File: config.mk
export PLATFORM = sky130hd
export DESIGN_NAME = pc_fetch_ctrl
export DESIGN_NICKNAME = d
export VERILOG_FILES = /design/src/rtl/pc_fetch_ctrl.sv
export SDC_FILE = /design/constraint.sdc
export NUM_CORES = 1
export LEC_CHECK = 0
export ABC_AREA = 1
export BUFFER_PORTS_ARGS = -buffer_cell sky130_fd_sc_hd__buf_4
export CORE_ASPECT_RATIO = 0.8
export CORE_UTILIZATION = 50
export CTS_CLUSTER_DIAMETER = 60
export DETAILED_ROUTE_END_ITERATION = 16
export PLACE_DENSITY = 0.81
export SYNTH_ARGS = -nofsm -noshare
export SYNTH_HDL_FRONTEND = slang
export SYNTH_SLANG_ARGS = --single-unit
File: constraint.sdc
create_clock -name clk -period 14.86 [get_ports clk]
set_clock_uncertainty 0.2 [all_clocks]
set_input_delay 1.486 -clock clk [delete_from_list [all_inputs] [get_ports clk]]
set_output_delay 1.486 -clock clk [all_outputs]
set_load 0.02 [all_outputs]
File: src/rtl/pc_fetch_ctrl.sv
// rtl/pc_fetch_ctrl.sv - RV32 PC owner and in-order instruction fetch controller
// Issues imem fetches, buffers returned words with their PC, and flushes on redirect.
module pc_fetch_ctrl #(
  parameter logic [31:0] RESET_VECTOR = 32'h0000_0000,
  parameter logic [31:0] TRAP_VECTOR  = 32'h0000_0100,
  parameter int unsigned DEPTH        = 2
) (
  input  logic        clk,
  input  logic        reset,
  input  logic        redirect_valid,
  input  logic [31:0] redirect_target,
  output logic        imem_req_valid,
  input  logic        imem_req_ready,
  output logic [31:0] imem_req_addr,
  input  logic        imem_rsp_valid,
  input  logic [31:0] imem_rsp_data,
  output logic        instr_valid,
  input  logic        instr_ready,
  output logic [31:0] instr,
  output logic [31:0] instr_pc,
  output logic        flush_if,
  output logic        misalign_exc,
  output logic [31:0] misalign_addr
);

  localparam int unsigned PW = (DEPTH > 1) ? $clog2(DEPTH) : 1;
  localparam int unsigned CW = $clog2(DEPTH + 1);
  localparam logic [CW:0] DEPTH_W = (CW + 1)'(DEPTH);
  localparam logic [PW-1:0] LAST_IDX = PW'(DEPTH - 1);

  typedef enum logic {BOOT, RUN} state_t;
  state_t state, state_next;

  logic [31:0]   pc;
  logic [CW-1:0] outstanding, buffered, drop_cnt;
  logic [CW:0]   occupancy;

  logic [31:0]   buf_data [DEPTH];
  logic [31:0]   buf_pc   [DEPTH];
  logic [PW-1:0] buf_rd, buf_wr;
  logic [31:0]   pcq      [DEPTH];
  logic [PW-1:0] pcq_rd, pcq_wr;

  logic accept, rsp_ok, rsp_keep, pop;

  function automatic logic [PW-1:0] ptr_inc(input logic [PW-1:0] p);
    return (p == LAST_IDX) ? '0 : p + 1'b1;
  endfunction

  assign occupancy = {1'b0, outstanding} + {1'b0, buffered};

  always_comb begin
    state_next     = state;
    imem_req_valid = 1'b0;
    if (state == BOOT) begin
      state_next = RUN;
    end
    if (state == RUN && !redirect_valid && occupancy < DEPTH_W) begin
      imem_req_valid = 1'b1;
    end
  end

  assign imem_req_addr = pc;
  assign accept        = imem_req_valid & imem_req_ready;
  // A response with nothing in flight is a protocol error and is ignored entirely.
  assign rsp_ok        = imem_rsp_valid & (outstanding != '0);
  assign rsp_keep      = rsp_ok & (drop_cnt == '0);
  assign pop           = instr_valid & instr_ready;

  assign instr_valid = (buffered != '0);
  assign instr       = instr_valid ? buf_data[buf_rd] : '0;
  assign instr_pc    = instr_valid ? buf_pc[buf_rd]   : '0;

  always_ff @(posedge clk) begin
    if (reset) begin
      state         <= BOOT;
      pc            <= RESET_VECTOR;
      outstanding   <= '0;
      buffered      <= '0;
      drop_cnt      <= '0;
      buf_rd        <= '0;
      buf_wr        <= '0;
      pcq_rd        <= '0;
      pcq_wr        <= '0;
      flush_if      <= 1'b0;
      misalign_exc  <= 1'b0;
      misalign_addr <= '0;
    end else begin
      state        <= state_next;
      flush_if     <= redirect_valid;
      misalign_exc <= redirect_valid & (redirect_target[1:0] != 2'b00);
      outstanding  <= outstanding + CW'(accept) - CW'(rsp_ok);
      if (redirect_valid) begin
        if (redirect_target[1:0] == 2'b00) begin
          pc <= redirect_target;
        end else begin
          pc            <= TRAP_VECTOR;
          misalign_addr <= redirect_target;
        end
        buffered <= '0;
        buf_rd   <= '0;
        buf_wr   <= '0;
        pcq_rd   <= '0;
        pcq_wr   <= '0;
        // Everything still in flight after this cycle's response belongs to the old path.
        drop_cnt <= outstanding - CW'(rsp_ok);
      end else begin
        if (accept) begin
          pc          <= pc + 32'd4;
          pcq[pcq_wr] <= pc;
          pcq_wr      <= ptr_inc(pcq_wr);
        end
        if (rsp_ok && drop_cnt != '0) begin
          drop_cnt <= drop_cnt - 1'b1;
        end
        if (rsp_keep) begin
          buf_data[buf_wr] <= imem_rsp_data;
          buf_pc[buf_wr]   <= pcq[pcq_rd];
          buf_wr           <= ptr_inc(buf_wr);
          pcq_rd           <= ptr_inc(pcq_rd);
        end
        if (pop) begin
          buf_rd <= ptr_inc(buf_rd);
        end
        buffered <= buffered + CW'(rsp_keep) - CW'(pop);
      end
    end
  end

  rsp_in_flight: assert property (@(posedge clk) disable iff (reset)
    imem_rsp_valid |-> (outstanding != '0));

endmodule
# Word level (Yosys, flattened, before mapping)
# Memories as Yosys holds them, arrays and structs flattened. A register that Yosys moved wholly into a read port is not among the register bits.
# Index checks and enable logic that the tools add are counted.
# W data, S select, Z words.
totals:
  ff_bits: 77
  mem_bits_rw: 192
  input_bits: 70
  elab_cells: 75
  n_memories: 3
classes:
  n_addsub: 12
  magnitude_cmp: 1
  mux: 27
  bitwise: 6
  reduce_logical: 14
memory_table:
  columns: ["memory", "words", "word_bits", "read_ports", "rd_clocked_by_memory_dff", "wr", "line_no", "text"]
  rows:
  - ["buf_data", 2, 32, 1, 1, 1, "38", "logic [31:0] buf_data [DEPTH];"]
  - ["buf_pc", 2, 32, 1, 1, 1, "39", "logic [31:0] buf_pc [DEPTH];"]
  - ["pcq", 2, 32, 1, 1, 1, "41", "logic [31:0] pcq [DEPTH];"]
ops:
  columns: ["cell", "count"]
  rows:
  - ["$mux W32", 5]
  - ["$add A32 B3 Y32 const B", 1]
  - ["$mux W1", 20]
  - ["$reduce_bool A2 Y1", 6]
  - ["$sub A2 B1 Y2", 3]
  - ["$and A1 B1 Y1", 5]
  - ["$add A1 B1 Y1 const B", 4]
  - ["$add A2 B1 Y2", 2]
  - ["$logic_not A2 Y1", 2]
  - ["$mux W2", 2]
  - ["$add A2 B2 Y3", 1]
  - ["$logic_and A1 B1 Y1", 3]
  - ["$lt A3 B2 Y1 const B", 1]
  - ["$reduce_and A2 Y1", 1]
  - ["$reduce_or A2 Y1", 1]
  - ["$sub A2 B1 Y2 const B", 1]
  - ["$logic_not A1 Y1", 1]
  - ["$not A1 Y1", 1]

# Depth between registers and ports, before layout
# Gate-level depths: netlist of the first run.
depth:
  word_depth: 9
  mapped_depth: 11
  ltp_nobuf: 10

# Worst setup path before layout of the first run
# No wires, ideal clock.
synth_path:
  path_type: "input to register"
  start: "in redirect_valid"
  end: "mem buf_data[1][0], enable pin"
  setup_ns: 0.565
  arrival_time_ns: 6.405
  required_time_ns: 14.095
  slack_ns: 7.690
  cell_stages: 4
  path_cell_list: "buf_4 > nor2_1 > inv_1 > nor3_1"
synth_via:
  elab_chain_len: 3
synth_lines:
  columns: ["item", "line_no", "text"]
  rows:
  - ["start: declaration", "10", "input logic redirect_valid,"]
  - ["$mux W1", "93", "if (redirect_valid) begin"]
  - ["$mux W1", "75", "if (reset) begin"]
  - ["$mux W1 (not written as such)", "117", "buf_data[buf_wr] <= imem_rsp_data;"]
  - ["end: declaration", "38", null]
# Every way passes these cells.

==> flow_metrics.env, run 1 <==
export IMPL_grt_max_degree=66
export IMPL_powerDensity_mw_per_mm2=133
export IMPL_fin_crit_ns=4.20
export IMPL_fin_crit_sh=0.283
export IMPL_grt_pass1_vias=7799
export IMPL_clock_sinks=271
export IMPL_wl_mm=26.2
export IMPL_outcome="finished, final reports clean"
export IMPL_die_height_um=135
export IMPL_die_x_um=169
export IMPL_arrival_ns=2.51
export IMPL_crit_slowest_cell="buf_4"
export IMPL_yosysWarnings=0
export IMPL_fin_setup_tns_ns=0
export IMPL_cts_root_buf="clkbuf_16"
export IMPL_grt_overflow_total=0
export IMPL_cts_tree="done"
export IMPL_core_area_mm2=0.0217
export IMPL_vias=8177
export IMPL_antenna_found_initial=0
export IMPL_worstPathMaxFanout=65
export IMPL_post_cts_buffers=0
export IMPL_layout_common_cells="nand2_1 (286), buf_4 (210), edfxtp_1 (192)"
export IMPL_drcViolationCount=0
export IMPL_cp_cell_sequence="buf_4, inv_2, buf_4, nand2_1, a21oi_1, buf_4"
export IMPL_cp_data_required_time_ns=13.17
export IMPL_gp_congestion=0.893
export IMPL_first_pass_iters=5
export IMPL_regArea_mm2=0.00735
export IMPL_syn_nets=1109
export IMPL_syn_area_per_cell_um2=10.8
export IMPL_min_path_cells=1
export IMPL_hold_violations=0
export IMPL_viasPerCell=5.31
export IMPL_wl_per_cell_um=17.0
export IMPL_grt_first_pass_wirelength_mm=40.2
export IMPL_post_place_cells=1492
export IMPL_numCtsBuffers=27
export IMPL_clk_pin_slew_ns=0.06
export IMPL_vdd_ir_drop_worst_v=0.0000886
export IMPL_drtIter0Drc=778
export IMPL_final_setup_viol_count=0
export IMPL_path_common_cell="buf_4"
export IMPL_multi_input_area_mm2=0.00336
export IMPL_slew_headroom=0.390
export IMPL_setup_ws_ns=10.66
export IMPL_ys_ff_latch=271
export IMPL_max_cap_violations=0
export IMPL_hold_buffers=0
export IMPL_max_stage_delay_ns=0.56
export IMPL_synth_seq_area_share=0.662
export IMPL_start_kind="flip-flop"
export IMPL_pre_cts_ws_ns=10.60
export IMPL_critPathKind="reg -> out"
export IMPL_whs_ns=0.259
export IMPL_initial_core_util=0.512
export IMPL_clock_latency_ns=0.52
export IMPL_synth_cell_types=46
export IMPL_nets=1298
export IMPL_area_growth_pct=24.0
export IMPL_ctsResizeCount=0
export IMPL_end_kind="primary output"
export IMPL_final_common_cell="nand2_1"
export IMPL_rows=48
export IMPL_drive_above_1_share=0.261
export IMPL_rsz0062_at_grt="false"
export IMPL_port_buffers=201
export IMPL_dp_hpwl_mm=16.7
export IMPL_fmax_mhz=238
export IMPL_fin_cells=1541
export IMPL_fill_cells=1653
export IMPL_antenna_cells=0
export IMPL_dieArea_mm2=0.0228
export IMPL_power_leakage_nw=5.42
export IMPL_drt_antenna_violating_nets=0
export IMPL_grt_total_usage=0.225
export IMPL_tightest_slew_ns=0.915
export IMPL_hold_class="reg -> reg"
export IMPL_io_pins=202
export IMPL_clk_path_buf_depth=3
export IMPL_netlist_instances=1032
export IMPL_drv_slew=0
export IMPL_htree_levels=1
export IMPL_syn_area_mm2=0.0111
export IMPL_reg2reg_depth=9
-- routing by layer --
| layer | vias up | routed length (um) | track usage |
|---|---|---|---|
| met3 | 55 | 2740 | 0.0602 |
| li1 | 3922 | - | - |
| met1 | 3810 | 11300 | 0.306 |
| met4 | 0 | 567 | 0.0611 |
| met5 | - | 0 | 0 |
| met2 | 390 | 11600 | 0.358 |
-- critical path, delay by kind of cell (launching register included) --
kind | cells | cell delay (ns)
and+or+nand+nor | 1 | 0.13
AOI/OAI and AO/OA | 1 | 0.20
buffers and inverters | 4 | 1.32
DFF | 1 | 0.31
-- final cells by class --
class,instances,share of cell area
Multi-Input combinational cell,664,0.244
Clock inverter,20,0.0173
Tap cell,300,0.0273
Inverter,47,0.0132
Timing Repair Buffer,210,0.115
Clock buffer,29,0.0496
Sequential cell,271,0.534
-- cells in the mapped netlist, drive strengths merged --
| cell type | instances | area [um2] |
|---|---|---|
| o22ai | 1 | 6.26 |
| nand4 | 1 | 12.5 |
| a31oi | 2 | 12.5 |
| o211ai | 2 | 15.0 |
| xor2 | 4 | 35.0 |
| nand2 | 292 | 1120 |
| inv | 47 | 181 |
| buf | 30 | 151 |
| and2 | 2 | 12.5 |
| and3 | 1 | 6.26 |
| nand3b | 2 | 15.0 |
| o21ai | 40 | 200 |
| nor2 | 72 | 367 |
| a21oi | 123 | 619 |
| clkbuf | 20 | 85.1 |
| fa | 1 | 20.0 |
| dfxtp | 79 | 1580 |
| ha | 6 | 75.1 |
| or2 | 6 | 37.5 |
| a22oi | 2 | 15.0 |
| edfxtp | 192 | 5770 |
| o21bai | 1 | 7.51 |
| nor3 | 7 | 35.0 |
| o21a | 1 | 7.51 |
| o31ai | 1 | 7.51 |
| nand3 | 61 | 310 |
| mux2 | 32 | 360 |
| xnor2 | 2 | 17.5 |
| nor4 | 1 | 6.26 |
| a211oi | 1 | 7.51 |
-- kinds of logic (layout without fill, tap and decap cells) --
| logic type | after synthesis | count (layout) | synth area share |
|---|---|---|---|
| AOI/OAI and AO/OA | 174 | 174 | 0.0810 |
| buffers and inverters | 97 | 306 | 0.0377 |
| DFF | 271 | 271 | 0.662 |
| and+or+nand+nor | 445 | 445 | 0.173 |
| adders and majority gates | 7 | 7 | 0.00857 |
| xor gates and xnor gates | 6 | 6 | 0.00474 |
| muxes | 32 | 32 | 0.0325 |
-- state kept, by name, summed over array words and instances, names as in the netlist, named ones only --
register / count
buffered: 2
state: 1
misalign_exc: 1
buf_rd: 1
imem_req_addr: 32
buf_data: 64
pcq: 64
drop_cnt: 2
flush_if: 1
buf_pc: 64
pcq_wr: 1
pcq_rd: 1
buf_wr: 1
outstanding: 2
misalign_addr: 32
-- power by group --
group	total, mW	switching [mW]	internal (mW)
Combinational	0.247	0.153	0.0940
Clock	0.702	0.282	0.420
Sequential	0.875	0.0286	0.847
Total	1.82	0.464	1.36
-- through the flow --
step                power [mW]   util  instance area [um2]
finish                    1.82  0.635                13800
global route              1.89  0.635                13800
CTS                       1.84  0.635                13800
detailed placement        1.14  0.592                12800
global placement          1.13  0.592                12800
floorplan                 1.03      -                11100
-- final timing paths --
check / start / endpoint / slack [ns]
hold reg to reg: buf_rd / buf_rd / 0.26
hold / removal: buf_rd / buf_rd / 0.26
setup reg to reg: buffered[0] / imem_req_addr[23] / 11.29
setup / recovery: flip-flop / instr[22] / 10.66
Power figures use the tool's default switching activity.
==> inputs of run 2 (changes only) <==
PLACE_DENSITY = 0.84   (was 0.81)
clock period = 3.4 ns   (was 14.86 ns; I/O delays follow)
==> run 2 against run 1 <==
Compared with the run above:
- critical path depth grew 3
- routed wire length grew 7.0%
- global-route usage increased by 1.5 points
- worst hold slack got worse by 0.11 ns
- utilization grew 3.2 points
- worst setup slack got worse by 10 ns
- clock power rose to 4.2 times the previous value
- sequential share of layout area decreased by 2.6 points
- critical endpoint is now imem_req_addr[29]
- largest power group unchanged
==> flow_metrics.env, run 2 (same netlist as run 1, synthesis figures left out) <==
export IMPL_worstReg2RegEnd="imem_req_addr[29]"
export IMPL_start_kind="flip-flop"
export IMPL_cp_cell_sequence="nand2_1, inv_1, fa_1, nor2_1, nand4_2, nand2_1, inv_1, a21oi_1, a21oi_1"
export IMPL_design_area_mm2=0.0145
export IMPL_cp_data_required_time_ns=3.61
export IMPL_max_stage_delay_ns=0.41
export IMPL_outcome="finished, final reports clean"
export IMPL_rsz0062_at_grt="false"
export IMPL_crit_slowest_cell="dfxtp_1"
export IMPL_r2r_setup_slack_ns=0.64
export IMPL_cts_root_buf="clkbuf_16"
export IMPL_antenna_cells=0
export IMPL_clk_pin_slew_ns=0.07
export IMPL_fin_crit_sh=0.812
export IMPL_die_height_um=135
export IMPL_wl_mm=28.0
export IMPL_slew_headroom=0.493
export IMPL_tightest_slew_ns=0.760
export IMPL_htree_levels=1
export IMPL_viasPerCell=5.34
export IMPL_io_pins=202
export IMPL_post_place_cells=1494
export IMPL_clock_latency_ns=0.53
export IMPL_hold_violations=0
export IMPL_drt_antenna_violating_nets=0
export IMPL_r2r_start="buffered[0]"
export IMPL_wl_per_cell_um=17.4
export IMPL_cts_tree="done"
export IMPL_hold_buffers=68
export IMPL_first_pass_iters=7
export IMPL_powerDensity_mw_per_mm2=548
export IMPL_vdd_ir_drop_worst_v=0.000366
export IMPL_core_area_mm2=0.0217
export IMPL_area_growth_pct=30.3
export IMPL_arrival_ns=2.97
export IMPL_critPathKind="reg -> reg"
export IMPL_fin_cells=1610
export IMPL_port_buffers=201
export IMPL_power_leakage_nw=5.74
export IMPL_final_common_cell="nand2_1"
export IMPL_dieArea_mm2=0.0228
export IMPL_antenna_found_initial=0
export IMPL_place_area_mm2=0.0129
export IMPL_rows=48
export IMPL_numCtsBuffers=26
export IMPL_gp_congestion=0.902
export IMPL_endpoint="imem_req_addr[29]"
export IMPL_path_depth=9
export IMPL_reg2reg_depth=9
export IMPL_end_kind="flip-flop"
export IMPL_vias=8598
export IMPL_die_x_um=169
export IMPL_clock_sinks=271
export IMPL_startpoint="buffered[0]"
export IMPL_drtIter0Drc=783
export IMPL_worst_path_buf_inv=2
export IMPL_drive_above_1_share=0.246
export IMPL_grt_overflow_total=0
export IMPL_ctsResizeCount=0
export IMPL_grt_pass1_vias=8170
export IMPL_hold_class="in -> reg"
export IMPL_nets=1367
export IMPL_drcViolationCount=0
export IMPL_layout_common_cells="nand2_1 (286), buf_4 (210), edfxtp_1 (192)"
export IMPL_post_cts_buffers=0
export IMPL_max_cap_violations=0
export IMPL_fin_crit_ns=2.76
export IMPL_initial_core_util=0.512
export IMPL_dp_hpwl_mm=17.1
export IMPL_crit_family="simple AND/OR/NAND/NOR gates"
export IMPL_worstPathMaxFanout=22
export IMPL_fmax_mhz=362
export IMPL_final_setup_viol_count=0
export IMPL_reg_largest_list="buf_data: 64 flops, buf_pc: 64 flops, pcq: 64 flops"
export IMPL_grt_max_degree=65
export IMPL_clk_path_buf_depth=3
export IMPL_grt_first_pass_wirelength_mm=42.9
export IMPL_grt_total_usage=0.240
export IMPL_drv_slew=0
-- run 2: cell type report --
cell class / instances / area (um2)
clock inverter: 10 / 73.8
timing repair buffer: 280 / 2300
sequential: 271 / 7350
tap: 300 / 375
multi-input combinational: 664 / 3370
fill: 1501 / 7230
clock buffer: 38 / 813
inverter: 47 / 181
-- run 2: worst reg2reg max path: cells and delay by family (launching register included) --
kind / cells / cell delay, ns
and+or+nand+nor: 4 / 0.86
DFF: 1 / 0.41
AOI/OAI and AO/OA: 2 / 0.38
adders and majority gates: 1 / 0.41
buffers and inverters: 2 / 0.39
-- run 2: metrics by stage --
step                       util  setup TNS [ns]  setup slack [ns]  total power [mW]  hold slack, ns
after global placement    0.594               0             0.853              4.94           0.236
after CTS                 0.667               0             0.626              7.93           0.124
after floorplan               -          -49.03            -0.766              4.52           0.225
after global routing      0.667               0             0.388              8.18           0.181
final                     0.667               0             0.638              7.92           0.149
after detailed placement  0.594               0             0.701              4.97           0.241
-- run 2: how the worst min path moves through the flow --
stage,endpoint,cells past startpoint,startpoint,slack [ns]
2_1_floorplan,flip-flop,1,buf_rd,0.23
3_3_place_gp,buf_rd,1,buf_rd,0.24
3_5_place_dp,flip-flop,1,buf_rd,0.24
4_1_cts,pcq_wr,3,imem_req_ready,0.12
5_1_grt,pcq_wr,3,imem_req_ready,0.18
6_report,pcq_wr,3,imem_req_ready,0.15
-- run 2: report_power, final --
| part | total, mW | internal, mW | leakage (nW) | switching [mW] |
|---|---|---|---|---|
| registers | 3.83 | 3.70 | 2.40 | 0.125 |
| clock network | 2.93 | 1.73 | 0.445 | 1.20 |
| logic | 1.16 | 0.468 | 2.89 | 0.696 |
-- run 2: routing by layer --
metal,share of wire,vias to the layer above,track usage
met3,0.093,52,0.0564
li1,-,4049,-
met2,0.47,449,0.396
met4,0.021,0,0.0571
met1,0.42,4048,0.323
met5,0,-,0
